File: src/rtl/axi_wt_pkg.sv
// rtl/axi_wt_pkg.sv - shared types and constants for the write-through burst master
//
// Purpose : FSM state encoding, AXI response codes and the fixed AW attribute
//           values used by axi_mem_burst_wt.
// Ports   : none (package)
package axi_wt_pkg;

   typedef enum logic [1:0] {
      IDLE   = 2'd0,
      XFER   = 2'd1,
      WAIT_B = 2'd2
   } wt_state_e;

   localparam logic [1:0] RESP_OKAY   = 2'b00;
   localparam logic [1:0] RESP_EXOKAY = 2'b01;
   localparam logic [1:0] RESP_SLVERR = 2'b10;
   localparam logic [1:0] RESP_DECERR = 2'b11;

   localparam logic [1:0] BURST_INCR  = 2'b01;
   localparam logic [2:0] SIZE_WORD   = 3'b010;

endpackage

File: src/rtl/axi_wt_beat_cnt.sv
// rtl/axi_wt_beat_cnt.sv - loadable beat down-counter with last-beat flag
//
// Purpose : holds the number of W beats still owed for the current burst.
// Ports   : ACLK, ARESETn  clock / asynchronous active-low reset
//           i_load         load i_load_val (wins over i_dec)
//           i_load_val     beat count to load
//           i_dec          one beat accepted this cycle
//           o_nonzero      beats remain
//           o_last         exactly one beat remains
module axi_wt_beat_cnt #(
   parameter int LW = 5
) (
   input  logic          ACLK,
   input  logic          ARESETn,
   input  logic          i_load,
   input  logic [LW-1:0] i_load_val,
   input  logic          i_dec,
   output logic          o_nonzero,
   output logic          o_last
);

   logic [LW-1:0] r_count;

   always_ff @(posedge ACLK or negedge ARESETn) begin
      if (!ARESETn) begin
         r_count <= '0;
      end else if (i_load) begin
         r_count <= i_load_val;
      end else if (i_dec && (r_count != '0)) begin
         r_count <= r_count - LW'(1);
      end
   end

   assign o_nonzero = (r_count != '0);
   assign o_last    = (r_count == LW'(1));

endmodule

File: src/rtl/axi_mem_burst_wt.sv
// rtl/axi_mem_burst_wt.sv - single-outstanding AXI4 write-burst master
//
// Purpose : accepts a word-addressed burst request, issues one INCR AW with
//           word-size beats, passes the beat stream straight onto W, and
//           reports the B response as a one-cycle done pulse. Bad lengths
//           complete immediately with SLVERR and no bus traffic.
// Config  : AXI4_ADDR_WIDTH, AXI4_DATA_WIDTH, AXI4_ID_WIDTH, AXI4_USER_WIDTH,
//           MAX_BURST, WT_ID. Define AXI_WT_4K_CHECK_EN to also reject bursts
//           whose byte range crosses a 4 KB boundary.
// Ports   : ACLK, ARESETn                       clock / async active-low reset
//           AW*  / W*  / B*                     AXI4 write master channels
//           wt_req_i, wt_word_addr_i, wt_len_i  burst request (held until gnt)
//           wt_gnt_o                            request accepted pulse
//           wt_dvalid_i, wt_data_i, wt_strb_i,
//           wt_dready_o                         beat stream in
//           wt_done_o, wt_resp_o                completion pulse and response
module axi_mem_burst_wt
   import axi_wt_pkg::*;
#(
   parameter int AXI4_ADDR_WIDTH = 32,
   parameter int AXI4_DATA_WIDTH = 32,
   parameter int AXI4_ID_WIDTH   = 16,
   parameter int AXI4_USER_WIDTH = 10,
   parameter int MAX_BURST       = 16,
   parameter int WT_ID           = 0,
   localparam int SW             = AXI4_DATA_WIDTH / 8,
   localparam int LW             = $clog2(MAX_BURST + 1)
) (
   input  logic                       ACLK,
   input  logic                       ARESETn,

   output logic [AXI4_ID_WIDTH-1:0]   AWID,
   output logic [AXI4_ADDR_WIDTH-1:0] AWADDR,
   output logic [7:0]                 AWLEN,
   output logic [2:0]                 AWSIZE,
   output logic [1:0]                 AWBURST,
   output logic                       AWLOCK,
   output logic [3:0]                 AWCACHE,
   output logic [2:0]                 AWPROT,
   output logic [3:0]                 AWREGION,
   output logic [AXI4_USER_WIDTH-1:0] AWUSER,
   output logic [3:0]                 AWQOS,
   output logic                       AWVALID,
   input  logic                       AWREADY,

   output logic [AXI4_DATA_WIDTH-1:0] WDATA,
   output logic [SW-1:0]              WSTRB,
   output logic                       WLAST,
   output logic [AXI4_USER_WIDTH-1:0] WUSER,
   output logic                       WVALID,
   input  logic                       WREADY,

   input  logic [AXI4_ID_WIDTH-1:0]   BID,
   input  logic [1:0]                 BRESP,
   input  logic [AXI4_USER_WIDTH-1:0] BUSER,
   input  logic                       BVALID,
   output logic                       BREADY,

   input  logic                       wt_req_i,
   input  logic [AXI4_ADDR_WIDTH-3:0] wt_word_addr_i,
   input  logic [LW-1:0]              wt_len_i,
   output logic                       wt_gnt_o,

   input  logic                       wt_dvalid_i,
   input  logic [AXI4_DATA_WIDTH-1:0] wt_data_i,
   input  logic [SW-1:0]              wt_strb_i,
   output logic                       wt_dready_o,

   output logic                       wt_done_o,
   output logic [1:0]                 wt_resp_o
);

   wt_state_e                  r_state;
   wt_state_e                  w_state_nxt;
   logic [AXI4_ADDR_WIDTH-3:0] r_addr;
   logic [LW-1:0]              r_len;
   logic                       r_aw_done;
   logic                       r_gnt;
   logic                       r_done;
   logic [1:0]                 r_resp;

   logic          w_len_ok;
   logic          w_cross;
   logic          w_accept;
   logic          w_reject;
   logic          w_b_hs;
   logic          w_aw_hs;
   logic          w_w_hs;
   logic          w_nonzero;
   logic          w_last;
   logic [LW-1:0] w_len_m1;
   logic          w_unused;

   assign w_unused = ^BUSER;

`ifdef AXI_WT_4K_CHECK_EN
   // 1024 words per 4 KB page: crossing when page offset + len exceeds it.
   assign w_cross = ({2'b00, wt_word_addr_i[9:0]} + 12'(wt_len_i)) > 12'd1024;
`else
   assign w_cross = 1'b0;
`endif

   assign w_len_ok = (wt_len_i != '0) && (wt_len_i <= LW'(MAX_BURST)) && !w_cross;

   // ---------------- beat counter ----------------
   axi_wt_beat_cnt #(.LW(LW)) u_beat_cnt (
      .ACLK       (ACLK),
      .ARESETn    (ARESETn),
      .i_load     (w_accept),
      .i_load_val (wt_len_i),
      .i_dec      (w_w_hs),
      .o_nonzero  (w_nonzero),
      .o_last     (w_last)
   );

   // ---------------- AW channel ----------------
   assign w_len_m1 = r_len - LW'(1);
   assign AWID     = AXI4_ID_WIDTH'(WT_ID);
   assign AWADDR   = {r_addr, 2'b00};
   assign AWLEN    = 8'(w_len_m1);
   assign AWSIZE   = SIZE_WORD;
   assign AWBURST  = BURST_INCR;
   assign AWLOCK   = 1'b0;
   assign AWCACHE  = '0;
   assign AWPROT   = '0;
   assign AWREGION = '0;
   assign AWUSER   = '0;
   assign AWQOS    = '0;
   assign AWVALID  = (r_state == XFER) && !r_aw_done;
   assign w_aw_hs  = AWVALID && AWREADY;

   // ---------------- W channel (pass-through) ----------------
   assign WVALID      = wt_dvalid_i && w_nonzero;
   assign wt_dready_o = WREADY && w_nonzero;
   assign WDATA       = wt_data_i;
   assign WSTRB       = wt_strb_i;
   assign WLAST       = w_last;
   assign WUSER       = '0;
   assign w_w_hs      = WVALID && WREADY;

   // ---------------- B channel ----------------
   assign BREADY = (r_state == WAIT_B);

   assign wt_gnt_o  = r_gnt;
   assign wt_done_o = r_done;
   assign wt_resp_o = r_resp;

   // ---------------- FSM ----------------
   always_ff @(posedge ACLK or negedge ARESETn) begin
      if (!ARESETn) begin
         r_state <= IDLE;
      end else begin
         r_state <= w_state_nxt;
      end
   end

   always_comb begin
      w_state_nxt = r_state;
      w_accept    = 1'b0;
      w_reject    = 1'b0;
      w_b_hs      = 1'b0;
      case (r_state)
         IDLE: begin
            // Blocking on r_gnt/r_done keeps a still-held request from being
            // taken twice and keeps grants out of the done cycle.
            if (wt_req_i && !r_gnt && !r_done) begin
               if (w_len_ok) begin
                  w_accept    = 1'b1;
                  w_state_nxt = XFER;
               end else begin
                  w_reject    = 1'b1;
               end
            end
         end
         XFER: begin
            if ((r_aw_done || w_aw_hs) && (!w_nonzero || (w_w_hs && w_last))) begin
               w_state_nxt = WAIT_B;
            end
         end
         WAIT_B: begin
            if (BVALID) begin
               w_b_hs      = 1'b1;
               w_state_nxt = IDLE;
            end
         end
         default: w_state_nxt = IDLE;
      endcase
   end

   // ---------------- request latch and status pulses ----------------
   always_ff @(posedge ACLK or negedge ARESETn) begin
      if (!ARESETn) begin
         r_addr    <= '0;
         r_len     <= '0;
         r_aw_done <= 1'b0;
         r_gnt     <= 1'b0;
         r_done    <= 1'b0;
         r_resp    <= RESP_OKAY;
      end else begin
         if (w_accept) begin
            r_addr <= wt_word_addr_i;
            r_len  <= wt_len_i;
         end
         if (r_state != XFER) begin
            r_aw_done <= 1'b0;
         end else if (w_aw_hs) begin
            r_aw_done <= 1'b1;
         end
         r_gnt  <= w_accept || w_reject;
         r_done <= w_reject || w_b_hs;
         if (w_reject) begin
            r_resp <= RESP_SLVERR;
         end else if (w_b_hs) begin
            r_resp <= (BID != AXI4_ID_WIDTH'(WT_ID)) ? RESP_SLVERR : BRESP;
         end else begin
            r_resp <= RESP_OKAY;
         end
      end
   end

endmodule

File: config.mk
export PLATFORM = sky130hd
export DESIGN_NAME = axi_mem_burst_wt
export DESIGN_NICKNAME = d
export VERILOG_FILES = /design/src/rtl/axi_wt_pkg.sv /design/src/rtl/axi_wt_beat_cnt.sv /design/src/rtl/axi_mem_burst_wt.sv
export SDC_FILE = /design/constraint.sdc
export NUM_CORES = 1
export LEC_CHECK = 0
export BUFFER_PORTS_ARGS = -buffer_cell sky130_fd_sc_hd__buf_2
export CAP_MARGIN = 20
export CORE_ASPECT_RATIO = 1.5
export CORE_MARGIN = 2
export CORE_UTILIZATION = 34
export CTS_CLUSTER_SIZE = 16
export DETAILED_ROUTE_END_ITERATION = 16
export HOLD_SLACK_MARGIN = 0.08
export PLACE_DENSITY = 0.79
export SLEW_MARGIN = 40
export SYNTH_ARGS = -nofsm -noshare
export SYNTH_HDL_FRONTEND = slang
export SYNTH_SLANG_ARGS = --single-unit
File: constraint.sdc
create_clock -name ACLK -period 4.2 [get_ports ACLK]
set_input_delay 0.63 -clock ACLK [delete_from_list [all_inputs] [get_ports ACLK]]
set_output_delay 0.63 -clock ACLK [all_outputs]
set_load 0.01 [all_outputs]
# ---- Yosys cells after proc, flatten, opt, wreduce, memory -nomap -nowiden
# Cells that the tools add are included.
dict set report totals {
  regBits 47
  latch_bits 0
  ramBits 0
  rom_bits 0
  elab_cells 65
  n_memories 0
}
dict set report classes {
  add_sub_neg 2
  mul 0
  n_div 0
  order_cmp 1
  n_eq_ne 8
  shift 0
  muxes 20
  n_bitwise 0
  reduce_logical 26
}
# op n
set ops {}
lappend ops {{16-bit nonzero test} 1}
lappend ops {{2-bit two-way mux} 7}
lappend ops {{1-bit logical AND} 11}
lappend ops {{1-bit two-way mux} 10}
lappend ops {{5-bit two-way mux} 2}
lappend ops {{5-bit nonzero test} 2}
lappend ops {{5-bit by 1-bit subtractor with 5-bit output, second input constant} 2}
lappend ops {{2-bit != test, second input constant} 3}
lappend ops {{2-bit case mux with 3 select lines} 1}
lappend ops {{5-bit by 1-bit equality test with 1-bit output, second input constant} 1}
lappend ops {{5-bit less-or-equal comparator, second input constant} 1}
lappend ops {{1-bit logical NOT} 4}
lappend ops {{1-bit logical OR} 4}
lappend ops {{2-bit by 1-bit != test with 1-bit output, second input constant} 2}
lappend ops {{4-bit AND reduction} 1}
lappend ops {{2-bit nonzero test} 2}
lappend ops {{2-bit by 1-bit equality test with 1-bit output, second input constant} 1}
lappend ops {{2-bit equality test, second input constant} 1}
lappend ops {{2-bit logical NOT} 1}

# ---- Depth between registers and ports, before layout
dict set report depth {
  depth_word 8
  ltp_mapped 6
}

# ---- Cells and area by module
# Synthesis repeated with hierarchy kept, for this count alone.
dict set report unflattened {
  cells_unflattened 257
  hier_area_um2 2836.5
}
# module instances cells_per_inst area_each_um2
set by_module_without_submodules {}
lappend by_module_without_submodules {axi_mem_burst_wt 1 222 2498.6}
lappend by_module_without_submodules {axi_wt_beat_cnt 1 35 337.8}

# ---- Worst setup path after synthesis
# OpenSTA, ideal clock, no wires.
dict set report synth_path {
  path_kind {input -> register}
  from {in wt_len_i[0]}
  to {reg r_addr[10]}
  t_arrival_ps 1686
  path_slack_ps 2388
  stages 5
  path_buffers 1
  path_cell_list {nor4_4 -> xnor2_1 -> nand2_4 -> buf_12 -> mux2_4}
}
dict set report synth_between {
  elab_chain_len 5
}
# item line
set synth_lines {}
lappend synth_lines {{start: declaration} axi_mem_burst_wt.sv:61} ;# input logic [LW-1:0] wt_len_i,
lappend synth_lines {{5-bit less-or-equal comparator / 5-bit nonzero test (equally long branches)} axi_mem_burst_wt.sv:103} ;# assign w_len_ok = (wt_len_i != '0) && (wt_len_i <= LW'(MAX_BURST)) && !w_cross;
lappend synth_lines {{1-bit logical AND (*)} axi_mem_burst_wt.sv:103}
lappend synth_lines {{1-bit two-way mux (*)} axi_mem_burst_wt.sv:167} ;# if (w_len_ok) begin
lappend synth_lines {{1-bit two-way mux (*)} axi_mem_burst_wt.sv:166} ;# if (wt_req_i && !r_gnt && !r_done) begin
lappend synth_lines {{1-bit two-way mux (*)} axi_mem_burst_wt.sv:162} ;# case (r_state)
lappend synth_lines {{end signal: assignment} axi_mem_burst_wt.sv:201} ;# r_addr <= wt_word_addr_i;
lappend synth_lines {{end: declaration} axi_mem_burst_wt.sv:75} ;# logic [AXI4_ADDR_WIDTH-3:0] r_addr;
# Every way passes the cells marked *; elsewhere a longest branch is shown, timed or not.
# A chain may end at the register's enable or synchronous reset.

# ---- Worst setup path after layout
dict set report layout_path {
  from {reg u_beat_cnt.r_count[0]}
  to {out WVALID}
}
dict set report layout_between {
  elab_chain_len 2
}
# item line
set layout_lines {}
lappend layout_lines {{start: declaration} axi_wt_beat_cnt.sv:22} ;# logic [LW-1:0] r_count;
lappend layout_lines {{start signal: assignment} axi_wt_beat_cnt.sv:28} ;# r_count <= i_load_val;
lappend layout_lines {{start signal: assignment} axi_wt_beat_cnt.sv:30} ;# r_count <= r_count - LW'(1);
lappend layout_lines {{5-bit nonzero test} axi_wt_beat_cnt.sv:34} ;# assign o_nonzero = (r_count != '0);
lappend layout_lines {{1-bit logical AND} axi_mem_burst_wt.sv:133} ;# assign WVALID = wt_dvalid_i && w_nonzero;
lappend layout_lines {{end: declaration} axi_mem_burst_wt.sv:50} ;# output logic WVALID,
# Every way passes these cells.

==> run summary <==
================================================================================
Peak clock frequency supported by timing                                 454 MHz
Sequential standard cell area                                           1180 µm²
Slowest cell delay on critical path                                      0.39 ns
Count of flip-flops with a built-in enable after synthesis                     0
Net count of the finished layout                                             429
Number of placed I/O pins                                                    248
Buffer and inverter count on the worst path                                    2
Wire length of the first global-routing pass                             8.95 mm
Worst-case hold slack                                                   0.345 ns
Fraction of final layout cells with drive strength greater than 1          48.1%
Initial antenna violation count                                                0
Setup repair after global routing missed its margin                        false
Distinct cells, synth                                                         27
Share of flip-flops with an asynchronous set or reset                       100%
MaxCap Viol Count                                                              0
Top_reg_cell synth                                                       dfrtp_1
Final worst-path cycle share                                               52.4%
Endpoint type of the worst setup path                                 output pin
Total of buffers placed on input and output ports                            103
Number of slew-limit violations in the final report                            0
Total CTS buffers                                                              5
Worst Path Required                                                      3.57 ns
1st-iter DRT viols                                                            53
Clock Pin Slew Worst Setup and Hold Paths                                0.06 ns
Half-perimeter wire length of the detailed placement result              4.72 mm
H-tree depth                                                                   2
Mapped cell area                                                        2980 µm²
Lkg Pwr                                                                  1.77 nW
Data arrival, critical path                                              1.57 ns
Post-detailed-route DRC marker count                                           0
Worst-path cell with the longest stage delay                             dfrtp_1
Starting density of the core                                               35.2%
Sequential area share after synthesis                                      39.5%
Relative area change from synthesis to final layout                        6.80%
Class of the most critical setup path                                 reg -> out
Power Dens Cells                                                      671 nW/µm²
Peak fanout along the critical path                                            6
Vias per cell                                                               4.13
Number of synthesized register bits                                           47
Height of the chip                                                        119 µm
Count of standard-cell rows                                                   41
Post-layout minimum cycle time                                           2.20 ns
Clock Skew                                                            0.00340 ns
Worst slew margin relative to its limit                                    52.7%
Total die area                                                          9540 µm²
Post-CTS sizing                                                                0
Largest voltage drop on the vdd net                                     0.388 mV
Commonest cells after routing, fill and taps aside                  buf_2 (102), conb_1 (62), dfrtp_1 (47), mux2_4 (32)
TritonRoute pass-1 iters                                                       4
Overall Global Routing Usage                                               12.5%
Syn Inst Count                                                               251
Hold violation count in the final report                                       0
Count of buffers added by post-CTS timing repair for setup                     0
Number of global-route vias before repair                                   1742
Number of setup violations in the final report                                 0
Routed length per placed instance                                        13.5 µm
Total global routing overflow                                                  0
Cell breakdown of the critical path                                 inv_1 -> ha_1 -> nor4b_4 -> nor2b_1 -> buf_2
Skew-Pair Late Insertion Delay                                           0.28 ns
Top Family by Delay on Critical Path                                simple AND/OR/NAND/NOR gates
Worst slew pin tran                                                     0.710 ns
Detail Route Antenna Nets                                                      0
Clk buf depth                                                                  2
Pin count of the biggest net entering global routing                          48
Core box area                                                           8460 µm²
Number of inserted filler cells in the final layout                          853
Mean instance size in the synthesized netlist                           11.9 µm²
Run status                                                          finished clean
Clock tree from TritonCTS                                                  built
Clock Sink Count                                                              47
Detailed Route WL                                                        5.79 mm
Final weighted congestion of routability-driven global placement           0.712
Number of warnings reported in the yosys synthesis log                         0
Hold Crit Class                                                      in -> async
Leading cell type in the layout, fill and taps excluded                    buf_2
Antenna diode instance count                                                   0
Critical Path Start Type                                               flip-flop
Die extent in x                                                          80.4 µm
CTS Root Cell                                                          clkbuf_16
Area occupied by multi-input gates                                      1190 µm²
Post-cts hold buffer count                                                     0
Total negative setup slack                                                  0 ns
Vias after detailed routing                                                 1764
================================================================================
## cell usage after synthesis (all sizes together), types with 3 or more instances
cell type,number,share of area (%)
inv,6,0.76
o21ai,3,0.50
ha,4,1.7
mux2,40,19
dfrtp,47,39
nor3,3,0.50
nor2b,3,0.63
nor4,7,2.0
xor2,6,1.8
buf,102,27
nand2,5,0.88
nand2b,3,0.63
nor2,8,1.0
## report_power, final
part | internal (W) | switching [W]
Combinational | 0.000508 | 0.000427
Clock | 0.000220 | 0.000163
Sequential | 0.000669 | 0.000148
Total | 0.00140 | 0.000738
## stage by stage
stage          util (%)  power, W  instance area, µm²  cells  worst slack, ns
2_1_floorplan         -   0.00151                3200    311             2.39
3_3_place_gp       35.9   0.00175                3040    419             1.87
3_5_place_dp       35.9   0.00178                3040    419             1.85
4_1_cts            37.6   0.00217                3180    427             2.00
5_1_grt            37.6   0.00228                3180    427             1.90
6_report           37.6   0.00213                3180    427             2.00
## registers in the layout, indices dropped and copies added, names as in the netlist
name                cells
u_beat_cnt.r_count      5
wt_gnt_o                1
wt_resp_o               2
r_state                 2
r_len                   5
wt_done_o               1
r_addr                 30
r_aw_done               1
## final timing paths
check                                           start  slack, ns          to  cells past startpoint
worst max-delay path            u_beat_cnt.r_count[0]       2.00      WVALID                      5
worst min-delay path                          ARESETn       0.34    r_len[0]                      1
worst max register to register             r_state[1]       2.38  r_addr[15]                      4
worst min register to register              r_addr[6]       0.50   r_addr[6]                      1
max in group asynchronous                     ARESETn       3.45  r_addr[12]                      1
min in group ACLK                           r_addr[6]       0.50   r_addr[6]                      1
## cell families after synthesis
| group | synth area share [%] |
|---|---|
| buf+inv | 28.1 |
| flops | 39.5 |
| mux | 19.5 |
| simple gates | 7.90 |
| xor+xnor | 2.35 |
| fa+ha+maj | 1.68 |
| compound gates | 0.714 |
| other cells | 0.252 |
## area by class of cell
cell class | instances | share of cell area [%]
Clock buffer | 6 | 4.05
Inverter | 6 | 0.708
Sequential cell | 47 | 37.0
Tap cell | 107 | 4.21
Multi-Input combinational cell | 156 | 37.4
Timing Repair Buffer | 103 | 16.3
Clock inverter | 2 | 0.393
## metal layers
layer	track usage, %	routed length [µm]	vias to the layer above
li1	-	-	797
met1	13.2	2030	818
met5	0	0	-
met4	9.11	366	0
met2	20.2	2780	107
met3	3.89	612	42
(Power assumes the default switching activity.)
